## src/rtl/gauss_pkg.sv

```systemverilog
// Shared types and constants for the Gaussian pulse shaper: FSM states,
// delay-line level type and the default BT=0.5 tap set.
package gauss_pkg;

  localparam int MAX_TAPS = 15;

  typedef enum logic [1:0] {
    ST_IDLE  = 2'd0,
    ST_RUN   = 2'd1,
    ST_FLUSH = 2'd2
  } state_e;

  typedef logic signed [1:0] level_t;

  localparam level_t LVL_ZERO = 2'sb00;
  localparam level_t LVL_POS  = 2'sb01;
  localparam level_t LVL_NEG  = 2'sb11;

  // BT=0.5 Gaussian taps, tap 0 in the LSBs; the taps sum to 100.
  localparam logic [39:0] GAUSS_BT05_COEF = {8'd4, 8'd20, 8'd52, 8'd20, 8'd4};

  function automatic level_t sym_to_level(input logic bit_val);
    return bit_val ? LVL_POS : LVL_NEG;
  endfunction

endpackage

```

## src/rtl/gauss_sat.sv

```systemverilog
// Output stage of the pulse shaper: arithmetic right shift by SHIFT, clamp to
// the signed OUT_W range, then register the sample together with its valid.
module gauss_sat
  import gauss_pkg::*;
#(
  parameter int IN_W  = 13,
  parameter int OUT_W = 12,
  parameter int SHIFT = 0
) (
  input  logic                   clk,
  input  logic                   rst,
  input  logic                   vld_i,
  input  logic signed [IN_W-1:0] din_i,
  output logic                   vld_o,
  output logic [OUT_W-1:0]       dout_o
);

  // One guard bit above the wider operand keeps both clamp limits representable.
  localparam int W = ((IN_W > OUT_W) ? IN_W : OUT_W) + 1;
  localparam logic signed [W-1:0] MAX_V = {{(W-OUT_W+1){1'b0}}, {(OUT_W-1){1'b1}}};
  localparam logic signed [W-1:0] MIN_V = {{(W-OUT_W+1){1'b1}}, {(OUT_W-1){1'b0}}};

  logic signed [IN_W-1:0] shifted;
  logic signed [W-1:0]    wide;
  logic [OUT_W-1:0]       dout_d;
  logic [OUT_W-1:0]       dout_q;
  logic                   vld_q;

  assign shifted = din_i >>> SHIFT;
  assign wide    = {{(W-IN_W){shifted[IN_W-1]}}, shifted};

  always_comb begin
    dout_d = wide[OUT_W-1:0];
    if (wide > MAX_V) begin
      dout_d = MAX_V[OUT_W-1:0];
    end else if (wide < MIN_V) begin
      dout_d = MIN_V[OUT_W-1:0];
    end
  end

  always_ff @(posedge clk or posedge rst) begin
    if (rst) begin
      vld_q  <= 1'b0;
      dout_q <= '0;
    end else begin
      vld_q <= vld_i;
      if (vld_i) begin
        dout_q <= dout_d;
      end
    end
  end

  assign vld_o  = vld_q;
  assign dout_o = dout_q;

endmodule

```

## src/rtl/gauss_pulse_shaper.sv

```systemverilog
// Gaussian pulse shaper: maps symbol bits to +/-1 levels, filters them through
// an NTAPS FIR and scales/saturates. Macro GAUSS_COEF_LOAD_EN makes taps writable.
module gauss_pulse_shaper
  import gauss_pkg::*;
#(
  parameter int                      NTAPS     = 5,
  parameter int                      COEF_W    = 8,
  parameter int                      OUT_W     = 12,
  parameter int                      SHIFT     = 0,
  parameter logic [NTAPS*COEF_W-1:0] COEF_INIT = GAUSS_BT05_COEF
) (
  input  logic              clk,
  input  logic              rst,
  input  logic              sym_valid,
  input  logic              sym_data,
  output logic              sym_ready,
  input  logic              flush_req,
  input  logic              coef_we,
  input  logic [3:0]        coef_addr,
  input  logic [COEF_W-1:0] coef_data,
  output logic              out_valid,
  output logic [OUT_W-1:0]  out_data,
  output logic              busy
);

  localparam int ACC_W = COEF_W + $clog2(NTAPS) + 2;
  localparam int CNT_W = $clog2(MAX_TAPS);
  localparam logic [CNT_W-1:0] LAST_INJ = CNT_W'(NTAPS - 2);

  localparam logic [1:0] S_IDLE  = ST_IDLE;
  localparam logic [1:0] S_RUN   = ST_RUN;
  localparam logic [1:0] S_FLUSH = ST_FLUSH;

  logic [1:0]              state_q, state_d;
  logic [CNT_W-1:0]        cnt_q, cnt_d;
  level_t                  line_q [NTAPS];
  level_t                  line_d [NTAPS];
  logic [COEF_W-1:0]       coef [NTAPS];
  logic                    accept;
  logic                    shift;
  level_t                  new_level;
  logic                    shift_q;
  logic signed [ACC_W-1:0] sum_d, sum_q;
  logic                    sum_vld_q;

  assign sym_ready = ~rst & (state_q != S_FLUSH);
  assign busy      = (state_q == S_RUN) | (state_q == S_FLUSH);
  assign accept    = sym_valid & sym_ready;
  assign shift     = accept | (state_q == S_FLUSH);
  assign new_level = accept ? sym_to_level(sym_data) : LVL_ZERO;

  // A flush request in RUN still lets a coincident symbol in; draining starts next cycle.
  always_comb begin
    state_d = state_q;
    cnt_d   = cnt_q;
    case (state_q)
      S_IDLE: begin
        if (accept) begin
          state_d = S_RUN;
        end
      end
      S_RUN: begin
        if (flush_req) begin
          state_d = S_FLUSH;
          cnt_d   = '0;
        end
      end
      S_FLUSH: begin
        if (cnt_q == LAST_INJ) begin
          state_d = S_IDLE;
          cnt_d   = '0;
        end else begin
          cnt_d = cnt_q + CNT_W'(1);
        end
      end
      default: begin
        state_d = S_IDLE;
        cnt_d   = '0;
      end
    endcase
  end

  always_comb begin
    line_d = line_q;
    if (shift) begin
      line_d[0] = new_level;
      for (int k = 1; k < NTAPS; k++) begin
        line_d[k] = line_q[k-1];
      end
    end
  end

  always_ff @(posedge clk or posedge rst) begin
    if (rst) begin
      state_q <= S_IDLE;
      cnt_q   <= '0;
      shift_q <= 1'b0;
      for (int k = 0; k < NTAPS; k++) begin
        line_q[k] <= LVL_ZERO;
      end
    end else begin
      state_q <= state_d;
      cnt_q   <= cnt_d;
      shift_q <= shift;
      line_q  <= line_d;
    end
  end

`ifdef GAUSS_COEF_LOAD_EN
  logic [COEF_W-1:0] coef_q [NTAPS];

  // Addresses at or above NTAPS match no tap and are silently dropped.
  always_ff @(posedge clk or posedge rst) begin
    if (rst) begin
      for (int k = 0; k < NTAPS; k++) begin
        coef_q[k] <= COEF_INIT[k*COEF_W +: COEF_W];
      end
    end else if (coef_we) begin
      for (int k = 0; k < NTAPS; k++) begin
        if (coef_addr == 4'(k)) begin
          coef_q[k] <= coef_data;
        end
      end
    end
  end

  always_comb begin
    for (int k = 0; k < NTAPS; k++) begin
      coef[k] = coef_q[k];
    end
  end
`else
  logic unused_coef;
  assign unused_coef = ^{coef_we, coef_addr, coef_data};

  always_comb begin
    for (int k = 0; k < NTAPS; k++) begin
      coef[k] = COEF_INIT[k*COEF_W +: COEF_W];
    end
  end
`endif

  // Levels are only -1/0/+1, so each product reduces to add, subtract or skip.
  always_comb begin
    sum_d = '0;
    for (int k = 0; k < NTAPS; k++) begin
      case (line_q[k])
        LVL_POS: sum_d = sum_d + ACC_W'(coef[k]);
        LVL_NEG: sum_d = sum_d - ACC_W'(coef[k]);
        default: sum_d = sum_d;
      endcase
    end
  end

  always_ff @(posedge clk or posedge rst) begin
    if (rst) begin
      sum_vld_q <= 1'b0;
      sum_q     <= '0;
    end else begin
      sum_vld_q <= shift_q;
      if (shift_q) begin
        sum_q <= sum_d;
      end
    end
  end

  gauss_sat #(
    .IN_W  (ACC_W),
    .OUT_W (OUT_W),
    .SHIFT (SHIFT)
  ) u_sat (
    .clk    (clk),
    .rst    (rst),
    .vld_i  (sum_vld_q),
    .din_i  (sum_q),
    .vld_o  (out_valid),
    .dout_o (out_data)
  );

endmodule

```

## config.mk

```make
export PLATFORM = sky130hd
export DESIGN_NAME = gauss_pulse_shaper
export DESIGN_NICKNAME = d
export VERILOG_FILES = /design/src/rtl/gauss_pkg.sv /design/src/rtl/gauss_sat.sv /design/src/rtl/gauss_pulse_shaper.sv
export SDC_FILE = /design/constraint.sdc
export NUM_CORES = 1
export LEC_CHECK = 0
export BUFFER_PORTS_ARGS = -buffer_cell sky130_fd_sc_hd__buf_2
export CORE_ASPECT_RATIO = 1.25
export CORE_MARGIN = 2
export CORE_UTILIZATION = 45
export CTS_CLUSTER_SIZE = 30
export DETAILED_ROUTE_END_ITERATION = 10
export HOLD_SLACK_MARGIN = 0.03
export SETUP_SLACK_MARGIN = 0.4
export SLEW_MARGIN = 5
export SYNTH_ARGS = -nofsm -noshare
export SYNTH_HDL_FRONTEND = slang
export SYNTH_SLANG_ARGS = --single-unit
```

## constraint.sdc

```tcl
create_clock -name clk -period 6 [get_ports clk]
set_input_delay 0.3 -clock clk [delete_from_list [all_inputs] [get_ports clk]]
set_output_delay 0.3 -clock clk [all_outputs]
set_load 0.1 [all_outputs]
```

# Word level (Yosys, flattened, before mapping)
# Cells that the tools add are included.
# Widths: inputs -> output; s select.
[word_totals]
reg_bits = 44
latchBits = 0
ram_bits = 0
romBits = 0
in_bits = 18
out_inout_bits = 15
elab_cells = 65
mem_count = 0
[op_classes]
add_sub_neg = 9
mul = 0
div_mod_pow = 0
magnitude_cmp = 2
eq_ne = 17
n_shift = 0
n_mux = 16
bitwise_logic = 6
n_reduce_logical = 3
[ops]
columns = ["cell", "n"]
rows = [
  ["$pmux 13 s2", 5],
  ["$add 13x5->13 const B", 2],
  ["$sub 13x5->13 const B", 2],
  ["$mux 12", 2],
  ["$add 13x3->13 const B", 1],
  ["$add 13x6->13 const B", 1],
  ["$gt 13x12->1 const B", 1],
  ["$lt 13x12->1 const B", 1],
  ["$sub 13x3->13 const B", 1],
  ["$sub 13x6->13 const B", 1],
  ["$eq 2x1->1 const B", 6],
  ["$eq 2x2->1 const B", 6],
  ["$pmux 4 s3", 1],
  ["$mux 2", 5],
  ["$mux 4", 2],
  ["$ne 2x2->1 const B", 3],
  ["$pmux 2 s3", 1],
  ["$add 4x1->4 const B", 1],
  ["$eq 4x2->1 const B", 1],
  ["$reduce_and 3->1", 1],
  ["$and 1x1->1", 2],
  ["$logic_not 2->1", 1],
  ["$ne 2x1->1 const B", 1],
  ["$not 1->1", 2],
  ["2 further kinds", 3],
]

# Longest topological paths before layout
# Gate-level depths: netlist (run 1).
[logic_depth]
depth_word = 10
ltp_mapped = 23
depth_no_buf = 22

# By module
# A second synthesis (run 1) with hierarchy kept.
[unflattened]
hier_cells = 348
hier_area_um2 = 3062.9
[modules_own_cells]
columns = ["module", "instances", "cells_each", "area_each_um2", "seq_area_each_um2"]
rows = [
  ["gauss_pulse_shaper", 1, 294, 2532.4, 725.7],
  ["gauss_sat", 1, 54, 530.5, 325.3],
]

# Least setup slack after synthesis (run 1)
# Ideal clock, no wire load.
[synth_path]
path_kind = "reg2reg"
startpoint = "reg line_q[6] (netlist bit)"
endpoint = "reg sum_q[12]"
arrival_time_ns = 4.382
required_ns = 5.860
path_slack_ns = 1.478
path_stages_with_launch = 20
n_path_buf = 1
synth_period_minus_slack_ns = 4.522
path_cell_list = "dfrtp_1 -> clkbuf_2 -> nand2_1 -> inv_1 -> fa_1 -> o21ai_1 -> fa_1 -> mux2_2 -> fa_1 -> a21o_1 -> a21oi_1 -> xnor2_1 -> mux2_2 -> ha_1 -> o211ai_1 -> a21o_1 -> a21o_1 -> a211o_1 -> o2111ai_1 -> o221ai_1"
[synth_via]
elab_chain_cells = 8
elab_cells_between_ends = 12
[synth_rtl]
columns = ["item", "line_no", "source"]
rows = [
  ["start, declared", "gauss_pulse_shaper.sv:36", "level_t line_q [NTAPS];"],
  ["start signal, assigned", "gauss_pulse_shaper.sv:105", "line_q <= line_d;"],
  ["$eq 2x2->1 or $eq 2x1->1 (tied branches)", "gauss_pulse_shaper.sv:147", "case (line_q[k])"],
  ["$pmux 13 s2 (*)", "gauss_pulse_shaper.sv:147", ""],
  ["$sub 13x6->13 or $add 13x6->13 (tied branches)", "gauss_pulse_shaper.sv:149, gauss_pulse_shaper.sv:148", ""],
  ["$pmux 13 s2 (*)", "gauss_pulse_shaper.sv:147", ""],
  ["$sub 13x5->13 or $add 13x5->13 (tied branches)", "gauss_pulse_shaper.sv:149, gauss_pulse_shaper.sv:148", ""],
  ["$pmux 13 s2 (*)", "gauss_pulse_shaper.sv:147", ""],
  ["$sub 13x3->13 or $add 13x3->13 (tied branches)", "gauss_pulse_shaper.sv:149, gauss_pulse_shaper.sv:148", ""],
  ["$pmux 13 s2 (*)", "gauss_pulse_shaper.sv:147", ""],
  ["end signal, assigned", "gauss_pulse_shaper.sv:162", "sum_q <= sum_d;"],
  ["end, declared", "gauss_pulse_shaper.sv:43", "logic signed [ACC_W-1:0] sum_d, sum_q;"],
]
# Every way passes the cells marked *; elsewhere a longest branch is shown, timed or not.
# A chain may end at the register's enable or synchronous reset.

# Final worst setup path (run 1)
# Ends and elaborated chain as after synthesis.

==> impl_metrics.env, run 1 <==
export IMPL_dp_cells=424
export IMPL_grt_pass1_vias=2226
export IMPL_drv_slew=0
export IMPL_min_period_ns=4.904
export IMPL_root_buffer="clkbuf_8"
export IMPL_die_area_um2=7452
export IMPL_dp_hpwl_um=4444
export IMPL_drive_above_1_share=0.1652
export IMPL_relSlewSlack=0.4546
export IMPL_synth_top_area_frac=0.3366
export IMPL_ys_types=62
export IMPL_nFillCells=616
export IMPL_insertion_delay_ns=0.29
export IMPL_final_cell_area_um2=3258
export IMPL_clock_fmax_mhz=203.9
export IMPL_cts_max_path_buffers=2
export IMPL_startpoint_type="flop"
export IMPL_fp_row_count=33
export IMPL_drtIter0Drc=101
export IMPL_hold_viol=0
export IMPL_min_path_type="in -> async"
export IMPL_numPortBuffers=19
export IMPL_postRouteAntennaNets=0
export IMPL_final_cells=432
export IMPL_cts_setup_buffers=0
export IMPL_core_um2=6565
export IMPL_vias_per_cell=5.338
export IMPL_synthCells=331
export IMPL_path_max_fanout=6
export IMPL_cts_sinks=41
export IMPL_diodes=0
export IMPL_min_period_over_period=0.8173
export IMPL_syn_nets=377
export IMPL_htreeDepth=2
export IMPL_grt_pass1_wl_um=10250
export IMPL_drv_cap=0
export IMPL_ys_warnings_count=0
export IMPL_ios=33
export IMPL_placed_area_um2=3162
export IMPL_vias=2306
export IMPL_clock_skew_ns=0.004470
export IMPL_drt_total_wl_um=5867
export IMPL_fp_dieH_um=96.02
export IMPL_hold_ws_ns=0.1391
export IMPL_syn_avg_cell_area_um2=9.208
export IMPL_antenna_found_initial=0
export IMPL_die_w_um=77.61
export IMPL_crit_arrival_ns=5.05
export IMPL_grt_max_degree=43
export IMPL_cts_repair_resized=0
export IMPL_rsz0062_at_grt="no"
export IMPL_multi_input_area_um2=1797
export IMPL_async_flop_share=1.000
export IMPL_syn_cell_area_um2=3048
export IMPL_ys_top_cells_by_area="dfrtp_1, ha_1, mux2_2"
export IMPL_synth_ff_type="dfrtp_1"
export IMPL_grt_overflow=0
export IMPL_synth_common_cells="dfrtp_1, inv_1, nand2_1"
export IMPL_numCtsBuffers=5
export IMPL_dr_pass1_iters=5
export IMPL_grt_usage=0.1708
export IMPL_cp_end_kind="flop"
export IMPL_tightest_slew_ns=0.8181
export IMPL_ys_ff_latch=41
export IMPL_tns_ns=0
export IMPL_yosys_cell_count_top_type="dfrtp_1"
export IMPL_status="finished clean"
export IMPL_syn_to_final_growth_pct=6.896
export IMPL_synth_yosys_seq_area_share=0.3366
export IMPL_yosys_area_top_type="dfrtp_1"
export IMPL_postCtsHoldBufs=0
export IMPL_critPathKind="reg -> reg"
export IMPL_synth_edf_count=0
export IMPL_start_util=0.4643
export IMPL_routabilityCongestion=0.9097
export IMPL_clkTransAtPathRegs_ns=0.08
export IMPL_regArea_um2=1026
export IMPL_drcViolationCount=0
export IMPL_cts_tree="built"
export IMPL_setup_viol=0
export IMPL_avgRoutedWirePerCell_um=13.58
export IMPL_num_nets_final=390
export IMPL_crit_required_ns=6.15
## kinds of logic (layout without fill, tap and decap cells)
group	after synthesis	after routing	share of synthesized area
muxes	20	20	0.07266
DFF	41	41	0.3366
and+or+nand+nor	84	84	0.1388
xor gates and xnor gates	14	14	0.04762
adders and majority gates	31	31	0.1346
AOI/OAI and AO/OA	93	93	0.1958
buffers and inverters	48	62	0.07389
## registers in the layout, summed over array words and instances, names as in the netlist
signal and count:
u_sat.dout_o 11, sum_q 11, shift_q 1, u_sat.vld_o 1, line_q 10, cnt_q 4, state_q 2, sum_vld_q 1
## final cells by class
| class | instances | share of cell area |
|---|---|---|
| multi-input combinational | 242 | 0.5515 |
| timing repair buffer | 20 | 0.03149 |
| clock inverter | 2 | 0.004224 |
| inverter | 34 | 0.03917 |
| tap | 87 | 0.03341 |
| clock buffer | 6 | 0.02535 |
| sequential | 41 | 0.3149 |
## critical path, cell delays in order, from the launching register on
cell and delay, ns:
dfrtp_1 0.46, nand2_1 0.17, inv_1 0.08, fa_1 0.50, o21ai_1 0.12, fa_1 0.45, xor2_1 0.15, mux2_2 0.30
ha_1 0.35, a21oi_1 0.25, o221ai_1 0.17, mux2_2 0.25, nand2_1 0.08, ha_1 0.40, o211ai_1 0.13, a21o_1 0.21
a21o_1 0.18, a211o_1 0.27, o2111ai_1 0.11, o221ai_1 0.13
## cells in the final DEF, fill, tap and decap left out, types with 3 or more instances in the layout
cell	synthesis	layout
dfrtp_1	41	41
inv_1	33	33
nand2_1	28	28
o21ai_0	25	25
a21oi_1	25	25
ha_1	24	24
buf_2	2	19
mux2_2	17	17
nor2_1	14	14
o211ai_1	10	10
nand2b_1	9	9
nand3_1	9	9
xnor2_1	7	7
clkbuf_8	0	6
xor2_1	5	5
a21o_1	5	5
nor2b_1	4	4
a31oi_1	4	4
nand3b_1	4	4
fa_1	4	4
maj3_1	3	3
mux2i_1	3	3
## path summary, 6_finish.rpt
kind / start / end / slack [ns] / depth (start not counted)
max: line_q[6] / sum_q[12] / 1.10 / 19
min: rst / line_q[9] / 0.14 / 3
max reg2reg: line_q[6] / sum_q[12] / 1.10 / 19
min reg2reg: u_sat.dout_o[11] / u_sat.dout_o[11] / 0.51 / 1
max in group asynchronous: rst / sum_q[3] / 5.49 / 3
min in group clk: sym_data / line_q[9] / 0.18 / 2
## through the flow
stage                     utilization  setup slack [ns]
after floorplan                     -             1.478
after global placement         0.4816             1.166
after detailed placement       0.4816             1.125
after CTS                      0.4963             1.097
after global routing           0.4963            0.7911
final                          0.4963             1.096
## routing by layer
metal  share of wire  track usage  up-vias
met2            0.51       0.3132       31
li1                -            -     1185
met5               0            0        -
met4           0.019      0.06101        0
met3           0.025      0.02908       10
met1            0.44       0.2008     1080
Power of run 1 is left out: the tool's default activity adds up to more than one toggle a clock period on the data nets, which glitch-free logic cannot reach.
==> inputs of run 2 (changes only) <==
--- a/config.mk
+++ b/config.mk
@@ -5,6 +5,7 @@
 export SDC_FILE = /design/constraint.sdc
 export NUM_CORES = 1
 export LEC_CHECK = 0
+export ABC_AREA = 1
 export BUFFER_PORTS_ARGS = -buffer_cell sky130_fd_sc_hd__buf_2
 export CORE_ASPECT_RATIO = 1.25
 export CORE_MARGIN = 2
@@ -12,6 +13,7 @@
 export CTS_CLUSTER_SIZE = 30
 export DETAILED_ROUTE_END_ITERATION = 10
 export HOLD_SLACK_MARGIN = 0.03
+export PLACE_DENSITY = 0.66
 export SETUP_SLACK_MARGIN = 0.4
 export SLEW_MARGIN = 5
 export SYNTH_ARGS = -nofsm -noshare
==> constraint.sdc (replaced) <==
create_clock -name clk -period 4.1 [get_ports clk]
set_input_delay 0.205 -clock clk [delete_from_list [all_inputs] [get_ports clk]]
set_output_delay 0.205 -clock clk [all_outputs]
set_load 0.1 [all_outputs]
==> impl_metrics.env, run 2 <==
export IMPL_post_synth_and_or_nand_nor_area_fraction=0.2839
export IMPL_syn_avg_cell_area_um2=7.335
export IMPL_relSlewSlack=0.5540
export IMPL_nFillCells=561
export IMPL_drt_total_wl_um=7080
export IMPL_rsz0062_at_grt="yes"
export IMPL_postRouteAntennaNets=0
export IMPL_insertion_delay_ns=0.29
export IMPL_synth_edf_count=0
export IMPL_synthAdderAreaFrac=0.1300
export IMPL_vias=2729
export IMPL_die_area_um2=7169
export IMPL_cts_max_path_buffers=2
export IMPL_ys_top_cells_by_area="dfrtp_1, nand2_1, ha_1"
export IMPL_cp_end_kind="flop"
export IMPL_min_period_ns=4.170
export IMPL_fin_ws_ns=-0.07021
export IMPL_path_max_fanout=5
export IMPL_root_buffer="clkbuf_8"
export IMPL_critPathMostFrequentCell="nand2_1"
export IMPL_num_nets_final=500
export IMPL_timing_rr_start="line_q[8]"
export IMPL_syn_nets=445
export IMPL_clock_fmax_mhz=239.8
export IMPL_r2r_end="sum_q[11]"
export IMPL_fp_dieH_um=94.17
export IMPL_startpoint_type="flop"
export IMPL_grt_pass1_vias=2552
export IMPL_start_util=0.4685
export IMPL_drv_slew=0
export IMPL_cts_sinks=41
export IMPL_tns_ns=-0.1943
export IMPL_dr_pass1_iters=5
export IMPL_synthCells=399
export IMPL_numPortBuffers=19
export IMPL_drcViolationCount=0
export IMPL_post_synth_xor_area_fraction=0.02095
export IMPL_die_w_um=76.13
export IMPL_critPathKind="reg -> reg"
export IMPL_synth_top_family_by_area="simple AND/OR/NAND/NOR gates"
export IMPL_ys_ff_latch=41
export IMPL_hold_viol=0
export IMPL_cp_cell_sequence="nand2_1 -> inv_2 -> fa_1 -> o21ai_2 -> fa_2 -> xnor2_2 -> o21ai_2 -> ha_4 -> a21o_1 -> a21oi_2 -> nand2_1 -> nand2_1 -> nand3_2 -> nand2_2 -> inv_2 -> ha_4 -> nand2_4 -> nor3_4 -> buf_4 -> a21oi_4 -> nand3_1 -> nand3_2 -> nand2_1 -> nand2_1"
export IMPL_drtIter0Drc=184
export IMPL_final_cell_mix="nand2_1, inv_1, dfrtp_1"
export IMPL_rr_worst_depth=24
export IMPL_status="complete, but fails checks"
export IMPL_syn_to_final_growth_pct=30.91
export IMPL_min_path_type="in -> async"
export IMPL_grt_overflow=0
export IMPL_async_flop_share=1.000
export IMPL_regToRegSetupSlack_ns=-0.07
export IMPL_antenna_found_initial=0
export IMPL_numCtsBuffers=5
export IMPL_violations="negative setup slack"
export IMPL_synth_ff_type="dfrtp_1"
export IMPL_dp_hpwl_um=4814
export IMPL_final_common_cell="nand2_1"
export IMPL_tightest_slew_ns=0.6666
export IMPL_drv_cap=0
export IMPL_core_um2=6246
export IMPL_vias_per_cell=5.054
export IMPL_ys_warnings_count=0
export IMPL_synth_compound_area_frac=0.1150
export IMPL_cts_tree="built"
export IMPL_crit_path_start="line_q[8]"
export IMPL_final_cell_area_um2=3831
export IMPL_synth_common_cells="nand2_1, inv_1, dfrtp_1"
export IMPL_yosys_cell_count_top_type="nand2_1"
export IMPL_timing_critical_path_to="sum_q[11]"
export IMPL_drive_above_1_share=0.3407
export IMPL_setup_viol=4
export IMPL_synth_yosys_seq_area_share=0.3506
export IMPL_ys_types=31
export IMPL_postCtsHoldBufs=0
export IMPL_yosys_area_top_type="dfrtp_1"
export IMPL_fp_row_count=32
export IMPL_max_stage_delay_ns=0.55
export IMPL_crit_arrival_ns=4.35
export IMPL_crit_slowest_cell="fa_1"
export IMPL_min_period_over_period=1.017
export IMPL_clock_skew_ns=0.004871
export IMPL_grt_usage=0.1948
export IMPL_crit_required_ns=4.28
export IMPL_diodes=0
export IMPL_hold_ws_ns=0.04398
export IMPL_synth_top_area_frac=0.3506
export IMPL_placed_area_um2=3301
export IMPL_synth_area_mux_share=0.007696
export IMPL_grt_max_degree=42
export IMPL_htreeDepth=2
export IMPL_routabilityCongestion=0.7849
export IMPL_ios=33
export IMPL_syn_cell_area_um2=2927
export IMPL_avgRoutedWirePerCell_um=13.11
export IMPL_clkTransAtPathRegs_ns=0.08
export IMPL_grt_pass1_wl_um=11350
[run 2: cell types whose count changed after synthesis, sizes merged, moves of 6 or more]
cell    change
nand2b      -9
o22ai      +10
mux2       -15
nor2       +18
inv        +29
o211ai     -10
nand3      +27
a21oi       -9
nand2      +87
clkbuf      -6
[run 2: worst min-delay path by stage]
stage | depth (start not counted) | endpoint | from | slack, ns
floorplan | 1 | line_q[9] | sym_data | 0.32
finish | 3 | state_q[1] | rst | 0.04
detailed placement | 3 | state_q[1] | rst | 0.39
CTS | 3 | u_sat.dout_o[1] | rst | 0.07
global placement | 3 | state_q[1] | rst | 0.36
global route | 2 | line_q[9] | sym_data | 0.10
[run 2: worst max-delay path: cells and delay by family, from the launching register on]
kind / cells / cell delay [ns]
and+or+nand+nor: 11 / 0.99
DFF: 1 / 0.41
buffers and inverters: 3 / 0.24
adders and majority gates: 4 / 1.52
AOI/OAI and AO/OA: 5 / 0.75
xor gates and xnor gates: 1 / 0.15
[run 2: layout make-up]
type	instances	area, um2	share of cell area
clock buffer	5	68.82	0.01796
clock inverter	3	17.52	0.004572
inverter	63	236.5	0.06172
multi-input combinational	289	2011	0.5248
sequential	41	1026	0.2678
tap	85	106.4	0.02776
timing repair buffer	54	365.4	0.09536
[run 2: routing by layer]
layer	track usage	wire (um)
met5	0	0
met4	0.04091	119
met3	0.02692	169
met2	0.3720	3770
met1	0.2336	3020
[run 2: logic make-up after synthesis]
logic type / count (synthesis)
AND/OR/NAND/NOR: 192
buffers and inverters: 69
AO/OA/AOI/OAI: 60
flip-flops: 41
adder cells (fa/ha/maj): 28
XOR/XNOR: 7
multiplexers: 2
[run 2: per-stage QoR]
step                      worst slack (ns)  cells    util
after floorplan                     0.3099    399       -
after global placement           0.0007803    514  0.5284
after detailed placement          -0.09132    514  0.5284
after CTS                          0.05544    534  0.5759
after global routing               -0.2993    540  0.6134
final                             -0.07021    540  0.6134
[run 2: timing repair]
item | in CTS | in global routing
endpoints found under the setup margin | 8 | 10
hold endpoints to repair | 0 | 0
gates cloned | 0 | 0
buffers inserted | 12 | 6
gates resized for setup | 24 | 46
pin swaps | 20 | 35
Power of run 2 is left out for the same reason.
==> inputs of run 3 (changes only) <==
--- a/config.mk
+++ b/config.mk
@@ -7,13 +7,15 @@
 export LEC_CHECK = 0
 export ABC_AREA = 1
 export BUFFER_PORTS_ARGS = -buffer_cell sky130_fd_sc_hd__buf_2
+export CELL_PAD_IN_SITES_DETAIL_PLACEMENT = 1
+export CELL_PAD_IN_SITES_GLOBAL_PLACEMENT = 1
 export CORE_ASPECT_RATIO = 1.25
 export CORE_MARGIN = 2
-export CORE_UTILIZATION = 45
+export CORE_UTILIZATION = 39
 export CTS_CLUSTER_SIZE = 30
 export DETAILED_ROUTE_END_ITERATION = 10
 export HOLD_SLACK_MARGIN = 0.03
-export PLACE_DENSITY = 0.66
+export PLACE_DENSITY_LB_ADDON = 0.1
 export SETUP_SLACK_MARGIN = 0.4
 export SLEW_MARGIN = 5
 export SYNTH_ARGS = -nofsm -noshare
==> impl_metrics.env, run 3 (synthesis gave the netlist of run 2 again) <==
export IMPL_startpoint_type="flop"
export IMPL_r2r_end="sum_q[11]"
export IMPL_syn_to_final_growth_pct=36.30
export IMPL_fin_ws_ns=-0.06236
export IMPL_antenna_found_initial=0
export IMPL_relSlewSlack=0.5375
export IMPL_final_cell_mix="nand2_1, inv_1, dfrtp_1"
export IMPL_diodes=0
export IMPL_setup_viol=5
export IMPL_die_area_um2=8217
export IMPL_cts_max_path_buffers=2
export IMPL_grt_pass1_vias=2933
export IMPL_min_period_ns=4.162
export IMPL_numCtsBuffers=5
export IMPL_grt_overflow=0
export IMPL_fp_row_count=35
export IMPL_hold_viol=0
export IMPL_avgRoutedWirePerCell_um=15.00
export IMPL_dp_hpwl_um=5863
export IMPL_drv_slew=0
export IMPL_dp_cells=533
export IMPL_regToRegSetupSlack_ns=-0.06
export IMPL_min_path_type="in -> async"
export IMPL_postCtsHoldBufs=0
export IMPL_ios=33
export IMPL_status="complete, but fails checks"
export IMPL_crit_required_ns=4.29
export IMPL_timing_rr_start="line_q[8]"
export IMPL_rr_worst_depth=24
export IMPL_rsz0062_at_grt="yes"
export IMPL_postRouteAntennaNets=0
export IMPL_num_nets_final=507
export IMPL_drive_above_1_share=0.3680
export IMPL_dr_pass1_iters=4
export IMPL_path_max_fanout=5
export IMPL_clock_fmax_mhz=240.2
export IMPL_fp_dieH_um=100.9
export IMPL_clkTransAtPathRegs_ns=0.08
export IMPL_drv_cap=0
export IMPL_drt_total_wl_um=8311
export IMPL_grt_usage=0.2029
export IMPL_vias=2823
export IMPL_vias_per_cell=5.096
export IMPL_cts_sinks=41
export IMPL_core_um2=7313
export IMPL_final_cells=554
export IMPL_drcViolationCount=0
export IMPL_grt_pass1_wl_um=13080
export IMPL_place_worst_setup_slack_ns=-0.2025
export IMPL_die_w_um=81.48
export IMPL_clock_skew_ns=0.005091
export IMPL_crit_arrival_ns=4.35
export IMPL_cp_end_kind="flop"
export IMPL_routabilityCongestion=0.8263
export IMPL_grt_max_degree=42
export IMPL_cts_tree="built"
export IMPL_final_common_cell="nand2_1"
export IMPL_fin_util=0.5454
export IMPL_start_util=0.4002
export IMPL_insertion_delay_ns=0.29
export IMPL_min_period_over_period=1.015
export IMPL_root_buffer="clkbuf_8"
export IMPL_violations="negative setup slack"
export IMPL_drtIter0Drc=93
export IMPL_htreeDepth=2
export IMPL_tightest_slew_ns=0.6911
export IMPL_numPortBuffers=19
export IMPL_critPathKind="reg -> reg"
run 3: cell count changes in the layout (fill, tap and decap cells not counted), sizes merged:
cell      previous run  this run
buf                 54        61
clkinvlp             1         3
clkinv               2         0
run 3: critical path: stages (launching register included):
cell and delay, ns:
dfrtp_1 0.41, nand2_1 0.09, inv_2 0.05, fa_2 0.58, o21ai_4 0.09, fa_2 0.40, xnor2_2 0.16, o21ai_2 0.19
ha_4 0.25, a21o_1 0.20, a21oi_4 0.17, nand2_1 0.08, nand2_1 0.08, nand3_2 0.08, nand2_2 0.09, inv_2 0.05
ha_4 0.32, nand2_4 0.08, nor3_4 0.20, buf_4 0.14, a21oi_2 0.05, nand3_1 0.09, nand3_2 0.08, nand2_2 0.11
nand2_2 0.04
run 3: how the worst max path moves through the flow:
stage / startpoint / endpoint / cells after the start
final: line_q[8] / sum_q[11] / 24
after global routing: line_q[8] / sum_q[10] / 24
after CTS: line_q[7] / sum_q[11] / 28
after detailed placement: line_q[7] / sum_q[11] / 28
after global placement: line_q[7] / sum_q[11] / 26
after floorplan: line_q[6] / sum_q[10] / 24
run 3: what timing repair did:
item / in CTS / in global routing
pin swaps: 5 / 46
gates resized for setup: 22 / 61
endpoints found under the hold margin: 0 / 0
buffers inserted: 5 / 8
endpoints found under the setup margin: 9 / 10
run 3: area by class of cell:
class / instances / area, um2
fillers: 903 / 3324
multi-input cells: 289 / 2098
flip-flops and latches: 41 / 1026
repair buffers: 61 / 421.7
inverters: 63 / 236.5
well taps: 92 / 115.1
clock buffers: 5 / 68.82
clock inverters: 3 / 22.52
run 3: layer usage:
metal  up-vias  track usage  share of wire
met5         -            0              0
met4         0      0.07562          0.032
met3        17      0.02957          0.016
met2        31       0.3619           0.54
met1      1372       0.2427           0.42
li1       1403            -              -
run 3: metrics by stage:
stage | TNS, ns | hold WS (ns) | cell area (um2)
floorplan | 0 | 0.3151 | 3004
global placement | -0.04635 | 0.3690 | 3400
detailed placement | -0.6311 | 0.3782 | 3400
CTS | 0 | 0.05440 | 3638
global route | -1.798 | 0.08718 | 3989
finish | -0.2276 | 0.03539 | 3989
Power of run 3 is left out for the same reason.
